**config.mk**
```make
export PLATFORM = sky130hd
export DESIGN_NAME = maple_in
export DESIGN_NICKNAME = d
export VERILOG_FILES = /design/src/rtl/maple_in.sv
export SDC_FILE = /design/constraint.sdc
export NUM_CORES = 1
export LEC_CHECK = 0
export CORE_ASPECT_RATIO = 0.75
export CORE_MARGIN = 2
export CORE_UTILIZATION = 45
export DETAILED_ROUTE_END_ITERATION = 8
export PLACE_DENSITY_LB_ADDON = 0.1
export SLEW_MARGIN = 20
export SYNTH_ARGS = -nofsm -noshare
export SYNTH_HDL_FRONTEND = slang
export SYNTH_SLANG_ARGS = --single-unit
```
**constraint.sdc**
```tcl
create_clock -name clk -period 5.1 [get_ports clk]
set_clock_uncertainty 0.05 [all_clocks]
set_input_delay 1.02 -clock clk [delete_from_list [all_inputs] [get_ports clk]]
set_output_delay 1.02 -clock clk [all_outputs]
set_load 0.02 [all_outputs]
```
**src/rtl/maple_in.sv**
```systemverilog
`default_nettype none
// +-----------------------------------------------------------------------+
// | maple_in : Maple bus receiver (START/data/END decode, byte push)      |
// | rev 1.0                                                               |
// +-----------------------------------------------------------------------+
module maple_in #(
  parameter int TIMEOUT_TICKS = 255
) (
  input  logic       clk,
  input  logic       rst,
  input  logic       tick,
  input  logic       enable,
  input  logic       in_p1,
  input  logic       in_p5,
  input  logic       fifo_ready,
  output logic [7:0] fifo_data,
  output logic       fifo_produce,
  output logic       busy,
  output logic       frame_start,
  output logic       frame_end,
  output logic       err_framing,
  output logic       err_overflow,
  output logic       err_timeout,
  input  logic       clear_errors
);

  localparam logic [1:0] ST_IDLE  = 2'd0;
  localparam logic [1:0] ST_START = 2'd1;
  localparam logic [1:0] ST_DATA  = 2'd2;
  localparam logic [1:0] ST_END   = 2'd3;

  logic [1:0] sync_p1, sync_p5;
  logic       prev_p1, prev_p5;
  logic       cur_p1, cur_p5;
  logic       fall_p1, fall_p5, rise_p1, rise_p5;

  logic [1:0] state;
  logic [2:0] start_cnt;
  logic [2:0] bit_cnt;
  logic       phase_b;
  logic [6:0] shift;
  logic [7:0] to_cnt;

  logic       set_framing, set_overflow, set_timeout;
  logic       data_edge, data_bit, byte_done;

  assign cur_p1  = sync_p1[1];
  assign cur_p5  = sync_p5[1];
  assign fall_p1 = prev_p1 & ~cur_p1;
  assign fall_p5 = prev_p5 & ~cur_p5;
  assign rise_p1 = ~prev_p1 & cur_p1;
  assign rise_p5 = ~prev_p5 & cur_p5;
  assign busy    = (state != ST_IDLE);

  // Synchronizers reset to 1 so the idle bus produces no edge after reset.
  always_ff @(posedge clk) begin
    if (rst) begin
      sync_p1 <= 2'b11;
      sync_p5 <= 2'b11;
      prev_p1 <= 1'b1;
      prev_p5 <= 1'b1;
    end else begin
      sync_p1 <= {sync_p1[0], in_p1};
      sync_p5 <= {sync_p5[0], in_p5};
      prev_p1 <= cur_p1;
      prev_p5 <= cur_p5;
    end
  end

  always_comb begin
    set_framing = 1'b0;
    set_timeout = 1'b0;
    data_edge   = 1'b0;
    data_bit    = 1'b0;
    if (enable && state != ST_IDLE) begin
      if (to_cnt == 8'(TIMEOUT_TICKS)) begin
        set_timeout = 1'b1;
      end else begin
        case (state)
          ST_START: if (rise_p1 && start_cnt != 3'd4) set_framing = 1'b1;
          ST_DATA: begin
            if (fall_p1 && fall_p5) begin
              set_framing = 1'b1;
            end else if (!phase_b) begin
              if (fall_p5) set_framing = 1'b1;
              else if (fall_p1) begin
                data_edge = 1'b1;
                data_bit  = cur_p5;
              end
            end else begin
              // A p1 clock in phase B is only legal as the END marker
              if (fall_p1 && bit_cnt != 3'd1) set_framing = 1'b1;
              else if (fall_p5) begin
                data_edge = 1'b1;
                data_bit  = cur_p1;
              end
            end
          end
          ST_END: if (fall_p5) set_framing = 1'b1;
          default: ;
        endcase
      end
    end
  end

  assign byte_done    = data_edge && (bit_cnt == 3'd7);
  assign set_overflow = byte_done && !fifo_ready;

  always_ff @(posedge clk) begin
    if (rst) begin
      state        <= ST_IDLE;
      start_cnt    <= 3'd0;
      bit_cnt      <= 3'd0;
      phase_b      <= 1'b0;
      shift        <= 7'd0;
      to_cnt       <= 8'd0;
      fifo_data    <= 8'd0;
      fifo_produce <= 1'b0;
      frame_start  <= 1'b0;
      frame_end    <= 1'b0;
      err_framing  <= 1'b0;
      err_overflow <= 1'b0;
      err_timeout  <= 1'b0;
    end else begin
      fifo_produce <= 1'b0;
      frame_start  <= 1'b0;
      frame_end    <= 1'b0;
      err_framing  <= set_framing  | (err_framing  & ~clear_errors);
      err_overflow <= set_overflow | (err_overflow & ~clear_errors);
      err_timeout  <= set_timeout  | (err_timeout  & ~clear_errors);

      if (state == ST_IDLE || fall_p1 || fall_p5 || rise_p1 || rise_p5)
        to_cnt <= 8'd0;
      else if (tick)
        to_cnt <= to_cnt + 8'd1;

      if (!enable || set_timeout || set_framing) begin
        state <= ST_IDLE;
      end else begin
        case (state)
          ST_IDLE: begin
            if (fall_p1 && cur_p5) begin
              state     <= ST_START;
              start_cnt <= 3'd0;
            end
          end
          ST_START: begin
            if (rise_p1) begin
              frame_start <= 1'b1;
              state       <= ST_DATA;
              phase_b     <= 1'b0;
              bit_cnt     <= 3'd0;
              shift       <= 7'd0;
            end else if (fall_p5 && !cur_p1 && start_cnt != 3'd7) begin
              start_cnt <= start_cnt + 3'd1;
            end
          end
          ST_DATA: begin
            if (data_edge) begin
              shift   <= {shift[5:0], data_bit};
              bit_cnt <= bit_cnt + 3'd1;
              phase_b <= ~phase_b;
              if (byte_done) begin
                fifo_data    <= {shift, data_bit};
                fifo_produce <= fifo_ready;
              end
            end else if (phase_b && fall_p1) begin
              state <= ST_END;
            end
          end
          ST_END: begin
            if (rise_p5 && cur_p1) begin
              frame_end <= 1'b1;
              state     <= ST_IDLE;
            end
          end
          default: state <= ST_IDLE;
        endcase
      end
    end
  end

endmodule
`default_nettype wire
```
==> results of run 1 <==
-- sequential cells by signal (all words and copies together), names as in the netlist --
name	count
frame_end	1
prev_p5	1
to_cnt	8
err_overflow	1
prev_p1	1
fifo_produce	1
phase_b	1
state	2
fifo_data	8
err_timeout	1
err_framing	1
bit_cnt	3
frame_start	1
shift	7
sync_p5	2
sync_p1	2
start_cnt	3
-- how the worst min path moves through the flow --
stage	cells past startpoint	to	slack [ns]	start
finish	1	sync_p1[1]$_SDFF_PP1_	0.36	sync_p1[0]$_SDFF_PP1_
floorplan	1	sync_p1[1]$_SDFF_PP1_	0.34	sync_p1[0]$_SDFF_PP1_
CTS	1	sync_p1[1]$_SDFF_PP1_	0.37	sync_p1[0]$_SDFF_PP1_
global route	1	sync_p1[1]$_SDFF_PP1_	0.37	sync_p1[0]$_SDFF_PP1_
detailed placement	1	sync_p1[1]$_SDFF_PP1_	0.35	sync_p1[0]$_SDFF_PP1_
global placement	1	sync_p5[1]$_SDFF_PP1_	0.34	sync_p5[0]$_SDFF_PP1_
-- worst max-delay path, delay by kind of cell --
family	cells	cell delay, ns
and+or+nand+nor	2	0.53
AOI/OAI and AO/OA	2	0.66
muxes	1	0.36
buffers and inverters	1	0.54
-- through the flow --
stage / total power [mW] / util / cells
after detailed placement: 0.386 / 0.525 / 305
after global placement: 0.385 / 0.525 / 305
after CTS: 0.588 / 0.542 / 312
after floorplan: 0.376 / - / 237
final: 0.583 / 0.542 / 312
after global routing: 0.609 / 0.542 / 312
-- placed cells by master, fill, tap and decap left out, drive strengths merged, types with 3 or more instances in the layout --
cell,n
ha,11
o21ai,6
nor3b,7
clkdlybuf4s50,22
nor2b,6
a221o,6
a21oi,7
xor2,4
nand2,28
inv,11
mux2i,9
clkbuf,6
nand4,11
nand3,8
xnor2,3
or2,7
nor2,15
dfxtp,44
nand2b,5
nor3,4
-- kinds of logic after synthesis --
group | Yosys count | synth area share
simple gates | 104 | 0.262
flops | 44 | 0.400
fa+ha+maj | 11 | 0.0626
compound gates | 39 | 0.138
xor+xnor | 7 | 0.0279
buf+inv | 22 | 0.0609
mux | 10 | 0.0478
-- power groups by stage --
stage               Clock (mW)  Sequential, mW  Combinational (mW)
floorplan                    0           0.355              0.0210
global placement             0           0.356              0.0297
detailed placement           0           0.356              0.0300
CTS                      0.210           0.348              0.0301
global route             0.228           0.348              0.0331
finish                   0.205           0.348              0.0302
-- layer usage --
| layer | routed length, um | vias up | part of all wire |
|---|---|---|---|
| met5 | 0 | - | 0 |
| met4 | 63 | 0 | 0.014 |
| met3 | 271 | 8 | 0.060 |
| met2 | 1610 | 51 | 0.35 |
| met1 | 2590 | 775 | 0.57 |
| li1 | - | 876 | - |
-- area by class of cell --
| class | count | area, um2 |
|---|---|---|
| Fill cell | 425 | 2100 |
| Inverter | 11 | 41.3 |
| Clock inverter | 1 | 5.00 |
| Timing Repair Buffer | 22 | 220 |
| Clock buffer | 6 | 72.6 |
| Sequential cell | 44 | 881 |
| Multi-Input combinational cell | 171 | 1180 |
| Tap cell | 57 | 71.3 |
==> run summary, run 1 <==
The run finished with clean final reports. Setup repair after global routing left no endpoint under its margin. The cell at the root of the clock tree was sky130_fd_sc_hd__clkbuf_8. The placed instances occupy a cell area of 2400 um2.

The largest fanout of any net on the critical path came out at 16. The clock insertion delay at the later pin of the skew report was 0.30 ns. TritonCTS built the clock tree.

Summed over all nets, the half-perimeter wirelength after detailed placement is 3260 um. Synthesis inferred 44 register bits. Ranked by total cell area, the synthesized netlist is headed by sky130_fd_sc_hd__dfxtp_1 (40%), sky130_fd_sc_hd__ha_1 (6.3%), sky130_fd_sc_hd__nand2_1 (4.8%), sky130_fd_sc_hd__mux2i_1 (4.1%), sky130_fd_sc_hd__nand4_1 (2.8%). Area fraction of the dominant cell type after synthesis: 0.400.

The number of nets handed over by synthesis was 256. Across the run, the number of max-cap violations was 0. sky130_fd_sc_hd__dfxtp_1 is the most common cell in the netlist. The count of endpoints failing hold in the final timing report is 0, and the total congestion overflow after global routing is 0. The run gives 274 as the number of nets in the finished design.

The worst register-to-register path has a depth of 7. The longest clock path from root to sink contains 2 buffers. STA puts the critical path data required time at 5.24 ns. The number of global-route vias before repair is 1487, and the post-route setup TNS is 0 ns. The arrival time of the worst setup path is 3.11 ns. For this run, design rule violations remaining after detail routing come to 0. The share of total power consumed by net switching works out to 0.224. The worst setup path is launched from an input port. The pin count of the biggest net entering global routing came out at 22.

Static timing analysis puts the maximum clock frequency at 336 MHz. The detailed router finished its first iteration with 154 violations. The routed layout has 1710 vias. The portion of the post-synthesis area used by sequential elements was 0.400. CTS built an H-tree with a depth of 2. The die area was 5470 um2. The biggest area contributor in the post-synthesis netlist is sky130_fd_sc_hd__dfxtp_1.

Yosys mapped the design onto 51 distinct sky130hd cell types. Following the worst setup path forward leads to its endpoint at fifo_data[0]$_SDFFE_PP0P_. In this run the power density over the cells is 235 nW/um2. The synthesized design contains 0 enable-type register cells.

Before antenna repair, the detailed router went through 4 iterations. Synthesis produced 237 cells. After clock tree synthesis, the clock-pin slew on the worst setup and hold paths is 0.07 ns.

The area of the core region is 4570 um2, and the number of port buffers is 22. Setup violations remaining at the end of the flow were counted as 0. From synthesis to final layout, the design area changed by 12.6%. The worst-case IR drop observed on VDD is 0.161 mV.

The signal on the critical path passes through clkdlybuf4s50_1 -> nor2b_1 -> o21ai_0 -> a21oi_4 -> nand4_4 -> mux2_4. For the cell area after layout, the log shows 2480 um2. The initial core utilization came out at 0.481. The tightest slew margin relative to the limit is 0.535. Clock network power share: 0.352. The final weighted congestion in routability-driven placement is 0.853, and the actual slew at the worst max-slew pin is 0.695 ns. The proportion of layout cells with a drive suffix above 1 was 0.0902.

The global-route met3 utilization was 0.0471. In this run the register-to-register setup slack is 2.62 ns. For the portion of total power attributed to sequential cells, the log shows 0.597. In this run the most used layer during global routing was met1. Each instance of the synthesized netlist takes up on average 9.28 um2. Once the clock tree was built, the setup fixing pass inserted 0 buffers.

The share of total power in combinational logic was 0.052. The critical path starts at enable. The run gives 5 as the total clock buffers created by CTS. Final cycle utilization of the critical path: 0.583. The analysis attributes to cell leakage a power of 0.907 nW. The fraction of registers with async set/reset came out at 0. Clock tree synthesis found a total of 44 sinks. Among all flip-flop cells after synthesis, the most frequent one is sky130_fd_sc_hd__dfxtp_1. The tightest hold path in the finished design has a slack of 0.365 ns. The die is 64.6 um tall. The worst reg2reg path startpoint is state[0]$_SDFFE_PP0P_.

The count of standard-cell rows is 21, and the worst path setup slack after routing is 2.12 ns. STA classifies the critical path endpoint as a flip-flop. The Yosys step of the flow raised 0 warnings.

The internal portion of the total power is 0.452 mW. From left edge to right edge, the die measures 84.7 um. After synthesis the cells add up to 2200 um2.

The slowest stage of the critical path belongs to the cell sky130_fd_sc_hd__clkdlybuf4s50_1. The time the worst path needs with I/O delays and setup is 2.98 ns. The first global-routing pass estimated 7720 um of wire. The antenna diode count is 0, and the delay of the slowest cell on the worst path is 0.54 ns. Wires add up to 4540 um. Sorting the synthesized cells by how often they occur yields sky130_fd_sc_hd__dfxtp_1 (44), sky130_fd_sc_hd__nand2_1 (28), sky130_fd_sc_hd__nor2_1 (15), sky130_fd_sc_hd__ha_1 (11), sky130_fd_sc_hd__inv_1 (11). The critical path in this run is classified as input port to flip-flop. Overall routing resource usage: 0.181. The max-slew violation count is 0, and the worst setup timing slack at the placement stage is 1.77 ns. The via density per instance is 5.48. The tools report the capture point of the worst reg-to-reg path as fifo_data[0]$_SDFFE_PP0P_. The run gives 0.213 as the global-route track usage on met2. The run gives 0.131 mW as the net switching power figure. The tightest min-delay check is of the flip-flop to flip-flop type. The number of antenna violations at the first check in global routing was 0; the number of antenna-violating nets in the routed design was 0. The hold-fix buffer count after cts was 0.

For this design the top-level I/O count stands at 23. After detailed routing, the average wire length per cell comes to 14.5 um. Met1 usage: 0.298.

The number of gates resized after CTS was 0.
No activity file was read; power rests on OpenSTA's default activity.
==> inputs of run 2 (changes only) <==
clock period = 3 ns   (was 5.1 ns; I/O delays follow)
==> run summary, run 2 (synthesized netlist as in run 1, its figures left out) <==
The number of design rule violations left after detail routing was 0 (unchanged); the arrival time of the worst setup path was 2.69 ns (-0.42 ns). The clock insertion delay at the later pin of the skew report was 0.29 ns (about the same); the horizontal extent of the die was 84.7 um (unchanged). The maximum ir drop on the vdd rail is 0.360 mV (+120%), and the power per cell area is 411 nW/um2 (+75%).

Worst min-delay path class: flip-flop to flip-flop. The run gives 21 (unchanged) as the count of standard-cell rows. For the number of antenna violations at the first check in global routing, the log shows 0 (unchanged). For the pin count of the biggest net entering global routing, the log shows 15 (-32%).

The buffers inserted during post-CTS setup optimization was 0 (unchanged); the first-pass iteration count of the detailed router was 4 (unchanged). The actual slew at the worst max-slew pin came out at 0.576 ns (-0.120 ns). The vertical die dimension was 64.6 um (unchanged); the hold-fix buffer count after cts was 0 (unchanged). The flow ran to the end, and the final reports show no timing, DRC or antenna violations. H-tree depth reported by CTS: 2 (unchanged).

The tools report the initial core utilization as 0.481 (unchanged). Number of antenna-violating nets in the routed design: 0 (unchanged). The final cycle utilization of the critical path came out at 0.851. The max-cap check violation count came out at 0 (unchanged). The total of endpoints with negative setup slack in the final report is 0 (unchanged), and the final weighted congestion in routability-driven placement is 0.848 (-0.57%).

The most common library cell in the layout ignoring fill and taps is sky130_fd_sc_hd__dfxtp_1. The total via count after detailed routing came out at 1741 (+1.8%). The first-pass GRT wire length is 7710 um (about the same), and the largest fanout of any net on the critical path is 11 (-5). For the violation count after the first detailed-routing iteration, the log shows 107 (-31%). The number of global-route vias before repair was 1542 (+3.7%); the time the worst path needs with I/O delays and setup was 2.55 ns. The number of buffers on the longest clock path came out at 2 (unchanged).

The worst setup path is launched from a flip-flop. The run gives 0.932 nW (+2.8%) as the leakage power total. The required arrival time at the worst endpoint came out at 3.14 ns (-2.10 ns).

The tools report the half-perimeter wire length after placement as 3210 um (-1.4%). TritonCTS built the clock tree. The largest registers in the layout are fifo_data: 8 flops, to_cnt: 8 flops, shift: 7 flops. The number of port buffers is 22 (unchanged), and the number of nets in the finished design is 277 (+1.1%).

The clock transition at the register clock pins on the worst setup and hold paths after CTS is 0.09 ns (+0.02 ns). The tools report the antenna diode count as 0 (unchanged). Total congestion overflow after global routing: 0 (unchanged).

Class of the most critical setup path: flip-flop to flip-flop. The CTS sink count was 44 (unchanged); the count of endpoints failing hold in the final timing report was 0 (unchanged). Static timing analysis puts the maximum clock frequency at 392 MHz.

The run gives 0 ns (unchanged) as the post-route setup TNS. The max-slew violation count is 0 (unchanged). The tools report the tightest slew margin relative to the limit as 0.616 (+0.0814). The total I/O pin count was 23 (unchanged). The proportion of layout cells with a drive suffix above 1 came out at 0.108 (+0.0179). The average wire length per cell after detail routing was 14.0 um (-3.6%); the area of the core region was 4570 um2 (unchanged). The tools report the kind of end point of the critical path as a flip-flop. The tools report the post-route total power as 1.03 mW (+78%). Leaving out fill and tap cells, the most frequent cells in the layout are sky130_fd_sc_hd__dfxtp_1 (44), sky130_fd_sc_hd__nand2_1 (28), sky130_fd_sc_hd__clkdlybuf4s50_1 (22). The number of instances resized during post-cts repair is 0 (unchanged), and the via density per instance is 5.51 (+0.52%).

The logs give 0.176 (-0.00520) for the overall routing resource usage and 5 (unchanged) for the total clock buffers created by CTS. Die area: 5470 um2 (unchanged). The tree is rooted in a sky130_fd_sc_hd__clkbuf_8. For the filler cell count, the log shows 430 (+1.2%). Setup repair after global routing left no endpoint under its margin. From synthesis to final layout, the design area changed by 14.3%. The total wire length is 4430 um (-2.4%).
[run 2: changes by cell type in the layout (fill, tap and decap cells not counted), sizes merged]
cell	before	now
buf	0	3
clkinv	1	2
[run 2: critical path, cell delays in order, from the launching register on]
cell and delay (ns):
sky130_fd_sc_hd__dfxtp_1 0.39, sky130_fd_sc_hd__inv_1 0.08, sky130_fd_sc_hd__ha_1 0.36, sky130_fd_sc_hd__nand4b_1 0.24
sky130_fd_sc_hd__a2bb2oi_1 0.28, sky130_fd_sc_hd__and3_1 0.41, sky130_fd_sc_hd__nand4_4 0.27, sky130_fd_sc_hd__mux2_4 0.36
[run 2: worst paths after layout]
check                                      startpoint                        end  slack (ns)  depth (start not counted)
worst max register to register  state[0]$_SDFFE_PP0P_  fifo_data[0]$_SDFFE_PP0P_        0.45                          7
worst min-delay path            sync_p5[0]$_SDFF_PP1_      sync_p5[1]$_SDFF_PP1_        0.36                          1
worst max-delay path            state[0]$_SDFFE_PP0P_  fifo_data[0]$_SDFFE_PP0P_        0.45                          7
worst min register to register  sync_p5[0]$_SDFF_PP1_      sync_p5[1]$_SDFF_PP1_        0.36                          1
[run 2: power by group]
part	internal [mW]	switching (mW)	total (mW)
sequential	0.587	0.00362	0.591
combinational	0.0244	0.0280	0.0524
clock	0.184	0.207	0.391
[run 2: per-stage QoR]
| stage | setup slack (ns) | util | hold WS (ns) | area [um2] | cells |
|---|---|---|---|---|---|
| after floorplan | 0.914 | - | 0.339 | 2200 | 237 |
| final | 0.448 | 0.550 | 0.362 | 2510 | 316 |
| after global routing | 0.266 | 0.550 | 0.383 | 2510 | 316 |
| after detailed placement | 0.319 | 0.530 | 0.344 | 2420 | 308 |
| after CTS | 0.459 | 0.550 | 0.364 | 2510 | 316 |
| after global placement | 0.382 | 0.530 | 0.344 | 2420 | 308 |
[run 2: cell type report]
type / instances / area [um2] / area share
Multi-Input combinational cell: 171 / 1180 / 0.471
Sequential cell: 44 / 881 / 0.350
Timing Repair Buffer: 25 / 243 / 0.0966
Clock buffer: 6 / 82.6 / 0.0329
Tap cell: 57 / 71.3 / 0.0284
Inverter: 11 / 41.3 / 0.0164
Clock inverter: 2 / 10.0 / 0.00398
[run 2: per-layer routing]
metal | GRT usage | wire, um | vias up | part of all wire
met3 | 0.0471 | 225 | 2 | 0.051
met2 | 0.220 | 1640 | 43 | 0.37
li1 | - | - | 884 | -
met5 | 0 | 0 | - | 0
met4 | 0.0377 | 24 | 0 | 0.0054
met1 | 0.288 | 2540 | 812 | 0.57
